### src/rtl/prbs_link_pkg.sv
// Shared types and constants for the PRBS7 lane bring-up sequencer.
package prbs_link_pkg;

   typedef enum logic [2:0] {
      ST_IDLE     = 3'd0,
      ST_RST      = 3'd1,
      ST_WAIT_PLL = 3'd2,
      ST_WAIT_SD  = 3'd3,
      ST_WAIT_CDR = 3'd4,
      ST_ALIGN    = 3'd5,
      ST_UP       = 3'd6,
      ST_BACKOFF  = 3'd7
   } state_e;

   localparam int unsigned DEF_RST_CYCLES    = 64;
   localparam int unsigned DEF_LOCK_TIMEOUT  = 65535;
   localparam int unsigned DEF_ALIGN_TIMEOUT = 4095;
   localparam int unsigned DEF_SD_STABLE     = 16;
   localparam int unsigned DEF_MAX_RETRY     = 7;
   localparam int unsigned DEF_ERR_CNT_W     = 32;

   // Shared timer must hold the largest terminal count of any timed state.
   function automatic int unsigned timer_w(input int unsigned lock_to,
                                           input int unsigned align_to,
                                           input int unsigned rst_cycles);
      int unsigned m;
      m = lock_to;
      if (align_to > m) m = align_to;
      if (rst_cycles > m) m = rst_cycles;
      return $clog2(m + 1);
   endfunction

endpackage

### src/rtl/sync_2ff.sv
// Single-bit two-flop synchronizer for asynchronous PHY status inputs.
module sync_2ff (
   input  logic clk_i,
   input  logic d_i,
   output logic q_o
);

   logic meta_p0;
   logic sync_p1;

   always_ff @(posedge clk_i) begin
      meta_p0 <= d_i;
      sync_p1 <= meta_p0;
   end

   assign q_o = sync_p1;

endmodule

### src/rtl/prbs_link_seq.sv
// Per-lane SerDes bring-up sequencer: RX reset, lock stepping, PRBS7 alignment,
// error counting while up, and bounded automatic retries.
module prbs_link_seq
   import prbs_link_pkg::*;
#(
   parameter int unsigned RST_CYCLES    = DEF_RST_CYCLES,
   parameter int unsigned LOCK_TIMEOUT  = DEF_LOCK_TIMEOUT,
   parameter int unsigned ALIGN_TIMEOUT = DEF_ALIGN_TIMEOUT,
   parameter int unsigned SD_STABLE     = DEF_SD_STABLE,
   parameter int unsigned MAX_RETRY     = DEF_MAX_RETRY,
   parameter int unsigned ERR_CNT_W     = DEF_ERR_CNT_W
) (
   input  logic                 clk_i,
   input  logic                 rst_i,
   input  logic                 start_i,
   input  logic                 stop_i,
   input  logic                 clear_cnt_i,
   input  logic                 pll_lock_i,
   input  logic                 signal_detect_i,
   input  logic                 cdr_lock_i,
   input  logic                 prbs_lock_i,
   input  logic                 prbs_err_i,
   output logic                 phy_rx_rst_o,
   output logic                 prbs_chk_en_o,
   output logic                 link_up_o,
   output logic                 fail_o,
   output logic [ERR_CNT_W-1:0] err_cnt_o,
   output logic [2:0]           retry_cnt_o,
   output logic [2:0]           state_o
);

   localparam int unsigned TMR_W = timer_w(LOCK_TIMEOUT, ALIGN_TIMEOUT, RST_CYCLES);
   localparam int unsigned SD_W  = $clog2(SD_STABLE + 1);

   function automatic logic [ERR_CNT_W-1:0] sat_inc(input logic [ERR_CNT_W-1:0] v);
      return (&v) ? v : v + 1'b1;
   endfunction

   state_e                 state, state_nxt;
   logic [TMR_W-1:0]       timer;
   logic [SD_W-1:0]        sd_cnt;
   logic [2:0]             retry_cnt;
   logic                   fail;
   logic [ERR_CNT_W-1:0]   err_cnt;
   logic                   pll_s, sd_s, cdr_s;
   logic                   state_chg;

   sync_2ff u_sync_pll (.clk_i(clk_i), .d_i(pll_lock_i),      .q_o(pll_s));
   sync_2ff u_sync_sd  (.clk_i(clk_i), .d_i(signal_detect_i), .q_o(sd_s));
   sync_2ff u_sync_cdr (.clk_i(clk_i), .d_i(cdr_lock_i),      .q_o(cdr_s));

   // stop_i overrides every transition; in IDLE it also blocks a start.
   always_comb begin
      state_nxt = state;
      if (stop_i) begin
         state_nxt = ST_IDLE;
      end else begin
         case (state)
            ST_IDLE:     if (start_i) state_nxt = ST_RST;
            ST_RST:      if (timer == TMR_W'(RST_CYCLES - 1)) state_nxt = ST_WAIT_PLL;
            ST_WAIT_PLL: begin
               if (pll_s)                               state_nxt = ST_WAIT_SD;
               else if (timer == TMR_W'(LOCK_TIMEOUT))  state_nxt = ST_BACKOFF;
            end
            ST_WAIT_SD: begin
               if (sd_s && sd_cnt == SD_W'(SD_STABLE - 1)) state_nxt = ST_WAIT_CDR;
               else if (timer == TMR_W'(LOCK_TIMEOUT))     state_nxt = ST_BACKOFF;
            end
            ST_WAIT_CDR: begin
               if (cdr_s)                               state_nxt = ST_ALIGN;
               else if (timer == TMR_W'(LOCK_TIMEOUT))  state_nxt = ST_BACKOFF;
            end
            ST_ALIGN: begin
               if (!pll_s || !cdr_s)                    state_nxt = ST_BACKOFF;
               else if (prbs_lock_i)                    state_nxt = ST_UP;
               else if (timer == TMR_W'(ALIGN_TIMEOUT)) state_nxt = ST_BACKOFF;
            end
            ST_UP:       if (!pll_s || !sd_s || !cdr_s || !prbs_lock_i) state_nxt = ST_BACKOFF;
            ST_BACKOFF:  state_nxt = (retry_cnt == 3'(MAX_RETRY)) ? ST_IDLE : ST_RST;
            default:     state_nxt = ST_IDLE;
         endcase
      end
   end

   assign state_chg = (state_nxt != state);

   always_ff @(posedge clk_i) begin
      if (rst_i) begin
         state     <= ST_IDLE;
         timer     <= '0;
         sd_cnt    <= '0;
         retry_cnt <= '0;
         fail      <= 1'b0;
         err_cnt   <= '0;
      end else begin
         state  <= state_nxt;
         timer  <= state_chg ? '0 : timer + 1'b1;
         // Stability run restarts on any low sample but leaves the timer alone.
         sd_cnt <= (state == ST_WAIT_SD && sd_s && !state_chg) ? sd_cnt + 1'b1 : '0;

         if (state == ST_IDLE && state_nxt == ST_RST)
            retry_cnt <= '0;
         else if (state == ST_BACKOFF && state_nxt == ST_RST)
            retry_cnt <= retry_cnt + 3'd1;
         else if (state != ST_UP && state_nxt == ST_UP)
            retry_cnt <= '0;

         if (state == ST_IDLE && state_nxt == ST_RST)
            fail <= 1'b0;
         else if (state == ST_BACKOFF && state_nxt == ST_IDLE && !stop_i)
            fail <= 1'b1;

         if (clear_cnt_i)
            err_cnt <= '0;
         else if (state == ST_UP && prbs_err_i)
            err_cnt <= sat_inc(err_cnt);
      end
   end

   assign phy_rx_rst_o  = (state == ST_IDLE) || (state == ST_RST) || (state == ST_BACKOFF);
   assign prbs_chk_en_o = (state == ST_ALIGN) || (state == ST_UP);
   assign link_up_o     = (state == ST_UP);
   assign fail_o        = fail;
   assign err_cnt_o     = err_cnt;
   assign retry_cnt_o   = retry_cnt;
   assign state_o       = state;

endmodule

### config.mk
export PLATFORM = sky130hd
export DESIGN_NAME = prbs_link_seq
export DESIGN_NICKNAME = d
export VERILOG_FILES = /design/src/rtl/prbs_link_pkg.sv /design/src/rtl/sync_2ff.sv /design/src/rtl/prbs_link_seq.sv
export SDC_FILE = /design/constraint.sdc
export NUM_CORES = 1
export LEC_CHECK = 0
export BUFFER_PORTS_ARGS = -buffer_cell sky130_fd_sc_hd__buf_2
export CAP_MARGIN = 20
export CORE_ASPECT_RATIO = 0.9
export CORE_MARGIN = 3
export CORE_UTILIZATION = 57
export CTS_CLUSTER_DIAMETER = 100
export DETAILED_ROUTE_END_ITERATION = 6
export GPL_ROUTABILITY_DRIVEN = 0
export PLACE_DENSITY = 0.77
export RECOVER_POWER = 50
export SKIP_LAST_GASP = 1
export SLEW_MARGIN = 25
export SYNTH_ARGS = -nofsm -noshare
export SYNTH_HDL_FRONTEND = slang
export SYNTH_HIERARCHICAL = 1
export SYNTH_SLANG_ARGS = --single-unit
### constraint.sdc
create_clock -name clk_i -period 2.7 [get_ports clk_i]
set_input_delay 0.54 -clock clk_i [delete_from_list [all_inputs] [get_ports clk_i]]
set_output_delay 0.54 -clock clk_i [all_outputs]
set_load 0.01 [all_outputs]
# Word-level counts from Yosys, hierarchy flattened
# Cells that the tools add are included.
[word_totals]
reg_bits = 66
input_bits = 10
[op_classes]
add_sub_neg = 4
eq_ne = 16
n_mux = 15
n_bitwise = 2
n_reduce_logical = 31
[ops]
columns = ["cell", "count"]
rows = [
  ["3-bit two-way mux", 13],
  ["32-bit by 1-bit adder with 32-bit output (second input constant)", 1],
  ["32-bit AND reduction", 1],
  ["3-bit case mux with 8 select lines", 1],
  ["3-bit == test (second input constant)", 6],
  ["16-bit by 1-bit adder with 16-bit output (second input constant)", 1],
  ["16-bit by 12-bit == test with 1-bit output (second input constant)", 1],
  ["16-bit == test (second input constant)", 1],
  ["16-bit by 6-bit == test with 1-bit output (second input constant)", 1],
  ["1-bit logical AND", 9],
  ["2-bit OR reduction", 4],
  ["1-bit logical OR", 7],
  ["3-bit by 1-bit == test with 1-bit output (second input constant)", 2],
  ["3-bit by 2-bit == test with 1-bit output (second input constant)", 2],
  ["1-bit zero test", 6],
  ["3-bit zero test", 2],
  ["5-bit by 1-bit adder with 5-bit output (second input constant)", 1],
  ["5-bit by 4-bit == test with 1-bit output (second input constant)", 1],
  ["3-bit by 1-bit adder with 3-bit output (second input constant)", 1],
  ["3-bit inequality test", 1],
  ["3-bit inequality test (second input constant)", 1],
  ["1-bit inverter", 2],
  ["2-bit AND reduction", 1],
  ["2-bit nonzero test", 1],
  ["1-bit two-way mux", 1],
]

# Longest topological paths before layout
[logic_depth]
word_depth = 12
depth_mapped = 10
mapped_depth_nobuf = 9

# By module
# The synthesis kept the hierarchy.
[by_module_without_submodules]
columns = ["mod", "n_inst", "cells_each", "area_per_inst_um2"]
rows = [
  ["prbs_link_seq", 1, 384, 3266.9],
  ["sync_2ff", 3, 2, 40.0],
]

# Least setup slack after synthesis
# OpenSTA, ideal clock, no wires.
[synth_path]
path_type = "reg2reg"
from = "reg sd_cnt[0]"
to = "reg timer[10]"
arrival_ns = 2.346
slack_ns = 0.232
stages_incl_launch_ff = 11
n_path_buf = 1
cell_sequence = "dfxtp_1 ha_1 and3_1 ha_1 and2_1 o22ai_1 a221oi_2 a221oi_4 mux2i_2 buf_4 nor3_2"
[synth_between]
elab_chain_cells = 7
[synth_rtl]
columns = ["item", "line_no", "rtl"]
rows = [
  ["from (decl)", "prbs_link_seq.sv:41", "logic [SD_W-1:0] sd_cnt;"],
  ["from (signal assigned)", "prbs_link_seq.sv:99", "sd_cnt <= (state == ST_WAIT_SD && sd_s && !state_chg) ? sd_cnt + 1'b1 : '0;"],
  ["5-bit by 4-bit == test with 1-bit output", "prbs_link_seq.sv:66", "if (sd_s && sd_cnt == SD_W'(SD_STABLE - 1)) state_nxt = ST_WAIT_CDR;"],
  ["1-bit logical AND", "prbs_link_seq.sv:66", ""],
  ["3-bit two-way mux", "prbs_link_seq.sv:66", ""],
  ["3-bit case mux with 8 select lines", "prbs_link_seq.sv:58", "case (state)"],
  ["3-bit two-way mux", "prbs_link_seq.sv:55", "if (stop_i) begin"],
  ["3-bit inequality test", "prbs_link_seq.sv:85", "assign state_chg = (state_nxt != state);"],
  ["2-bit OR reduction (no line)", "--", ""],
  ["to (signal assigned)", "prbs_link_seq.sv:97", "timer <= state_chg ? '0 : timer + 1'b1;"],
  ["to (decl)", "prbs_link_seq.sv:40", "logic [TMR_W-1:0] timer;"],
]
# Every way passes these cells.
# A chain may end at the register's enable or synchronous reset.

# Final worst setup path
[layout_path]
from = "reg timer[13]"
to = "reg retry_cnt[0], in the netlist retry_cnt_o[0]"
[layout_between]
elab_chain_cells = 9
[layout_rtl]
columns = ["item", "line_no", "rtl"]
rows = [
  ["16-bit by 12-bit == test with 1-bit output", "prbs_link_seq.sv:76", "else if (timer == TMR_W'(ALIGN_TIMEOUT)) state_nxt = ST_BACKOFF;"],
  ["3-bit two-way mux", "prbs_link_seq.sv:76", ""],
  ["3-bit two-way mux", "prbs_link_seq.sv:75", "else if (prbs_lock_i) state_nxt = ST_UP;"],
  ["3-bit two-way mux", "prbs_link_seq.sv:74", "if (!pll_s || !cdr_s) state_nxt = ST_BACKOFF;"],
  ["3-bit case mux with 8 select lines *", "prbs_link_seq.sv:58", ""],
  ["3-bit two-way mux *", "prbs_link_seq.sv:55", ""],
  ["3-bit by 1-bit == test with 1-bit output or 3-bit == test (tied branches)", "prbs_link_seq.sv:101, prbs_link_seq.sv:103, prbs_link_seq.sv:105", ""],
  ["1-bit logical AND (on tied branches)", "prbs_link_seq.sv:103, prbs_link_seq.sv:101, prbs_link_seq.sv:105", ""],
  ["3-bit two-way mux (tied with other cells)", "prbs_link_seq.sv:103", "else if (state == ST_BACKOFF && state_nxt == ST_RST)"],
  ["to (signal assigned)", "prbs_link_seq.sv:104", "retry_cnt <= retry_cnt + 3'd1;"],
  ["to (decl)", "prbs_link_seq.sv:42", "logic [2:0] retry_cnt;"],
]
# Mark *: on every way between the ends. The rest lies on a longest branch, timed or not.

==> impl_metrics.ini <==
[power]
power_leakage_nw = 1.40
internal_power_w = 0.00154
pwr-share-clk_pct = 46.5
power_density_mw_per_mm2 = 508
ir_worst_vdd_uv = 386
power_frac_seq_pct = 49.8
combinationalPowerShare_pct = 3.7
power_switching_w = 0.000451
switching_share_pct = 22.7

[synthesis]
yosysMostFrequentCell = dfxtp_1
synth.area.top_cells = dfxtp_1 39%, xor2_1 8.0%, nor2_1 4.8%
netlist_area_mm2 = 0.00339
ys_seq_elements = 66
synth_top_flop_cell = dfxtp_1
synth_edf_count = 0
synth_top_cell_area_share_pct = 39.0
ys_warn_count = 6
synth_top_cell_by_area = dfxtp_1
synth_cell_types = 55
syn-num-nets = 406
synth_area_per_cell_um2 = 8.68
synthTopCellsByCount = 66 x dfxtp_1, 43 x nor2_1, 31 x xor2_1
yosysSeqAreaShare_pct = 39.0
synth_cells = 390
synthArstFlopShare_pct = 0

[routing]
wl_met3_um = 400
drt_iter0_drc = 154
vias = 2967
wire_per_inst_um = 14.3
drc = 0
routed_via_density = 5.75
wl_um = 7360
highest_layer = met4
wl_met1_um = 3550
wl_met2_um = 3320
dr.pass1.iters = 4
ant_nets = 0

[final_layout]
final_util_pct = 71.1
final_nets = 460
synthToLayoutAreaGrowth_pct = 15.6
postLayoutCellArea_mm2 = 0.00392
drive_above_1_share_pct = 14.7
antennaDiodeCount = 0

[cts]
cts_setup_buffers = 0
clk_path_buf_depth = 2
numCtsBuffers = 9
htreeDepth = 3
clkTransAtPathRegs_ns = 0.07
cts_tree = yes
insertion_delay_ns = 0.35
cts_hold_buf = 0
cts.sinks = 66
ctsRootBufferMaster = clkbuf_8
cts_resized = 0

[timing]
setup_tns_ns = 0
hold_violations = 0
finalCritPeriodShare_pct = 93.3
fin_ws_ns = 0.181
clock_skew_ns = 0.0158
slew_headroom_pct = 57.6
clock.fmax_ghz = 0.397
rsz0062_at_grt = false
worst_slew_pin_slew_ns = 0.636
slew_viol_final = 0
period_needed_ns = 2.52
finalSetupViolCount = 0
finalHoldWorstSlack_ns = 0.296

[placement]
placed_area_mm2 = 0.00374
dp_worst_setup_slack_ns = 0.185
dp_hpwl_um = 5170
portBuffers = 51

[floorplanning]
core_area_mm2 = 0.00551
io_pins = 52
initial_core_util_pct = 61.5
die-width_um = 87.3
die_h_um = 79.1
fp.dieArea_mm2 = 0.00690
num_rows = 25

[setup_path]
cp_data_required_time_ns = 2.91
crit_type = reg -> reg
arrival_ns = 2.73
critPathMaxFanout = 5
cp-start-kind = register
end_kind = register

[outcome]
outcome = finished clean

[flow_run]
drv_cap = 0

[global_route]
grt.total_usage_pct = 22.6
grt-ovfl-total = 0
grt_max_degree = 33
grt_pass1_vias = 2712
grt_first_pass_wirelength_um = 12600
antenna_found_initial = 0

[min_path]
hold_path_class = in -> reg
[kinds of logic (layout without fill, tap and decap cells)]
family | count (synthesis) | after routing | share of synthesized area [%]
compound gates | 57 | 57 | 12.4
fa+ha+maj | 6 | 6 | 2.22
simple gates | 184 | 184 | 30.4
buf+inv | 32 | 91 | 4.06
flops | 66 | 66 | 39.0
xor+xnor | 41 | 41 | 10.6
mux | 4 | 4 | 1.29
[state kept, by name (all words and copies together), names as in the netlist]
name                flops
u_sync_pll/meta_p0      1
err_cnt_o              32
u_sync_sd/q_o           1
state_o                 3
retry_cnt_o             3
fail_o                  1
u_sync_cdr/q_o          1
timer                  16
u_sync_pll/q_o          1
sd_cnt                  5
u_sync_cdr/meta_p0      1
u_sync_sd/meta_p0       1
[critical path: stages (launching register included)]
cell and delay [ns]:
dfxtp_1 0.36, or4_1 0.59, nor4_1 0.51, a32oi_1 0.18, o211a_1 0.18, nor4_1 0.31, buf_4 0.18, o31ai_1 0.07
[final cells by class]
cell class / instances / area [um2]
Clock inverter: 7 / 101
Clock buffer: 9 / 124
Timing Repair Buffer: 63 / 304
Multi-Input combinational cell: 292 / 1940
Tap cell: 67 / 83.8
Inverter: 12 / 45.0
Sequential cell: 66 / 1320
Fill cell: 461 / 1590
[cells in the final DEF (no fill, tap or decap), types with 10 or more instances in the layout]
cell type / n
dfxtp_1: 66
nor2_1: 43
clkbuf_1: 39
xor2_1: 31
nand3_1: 25
nand2_1: 20
nor3_1: 15
a21oi_1: 14
buf_2: 14
o21ai_0: 12
and3_1: 11
inv_1: 11
or3_1: 10
xnor2_1: 10
[power by group through the flow]
stage | clock network, W | logic [W] | registers [W]
3_3_place_gp | 0 | 0.0000725 | 0.00101
2_1_floorplan | 0 | 0.0000488 | 0.00101
4_1_cts | 0.000945 | 0.0000732 | 0.000989
6_report | 0.000925 | 0.0000738 | 0.000989
3_5_place_dp | 0 | 0.0000732 | 0.00101
5_1_grt | 0.000988 | 0.0000807 | 0.000990
[final timing paths]
check | to | slack [ns] | from | cells past startpoint
hold / removal | u_sync_sd/meta_p0 | 0.30 | signal_detect_i | 1
setup reg to reg | retry_cnt_o[0] | 0.18 | timer[13] | 7
setup / recovery | retry_cnt_o[0] | 0.18 | timer[13] | 7
hold reg to reg | u_sync_cdr/q_o | 0.33 | u_sync_cdr/meta_p0 | 0
[layer usage]
metal	vias to the layer above	GRT usage, %
li1	1504	-
met4	0	5.98
met3	7	6.74
met1	1380	31.1
met5	-	0
met2	76	34.3
[metrics by stage]
step           total power, W  std cells
2_1_floorplan         0.00106        390
3_3_place_gp          0.00108        500
3_5_place_dp          0.00108        500
4_1_cts               0.00201        516
5_1_grt               0.00206        516
6_report              0.00199        516
Power figures use the tool's default switching activity.
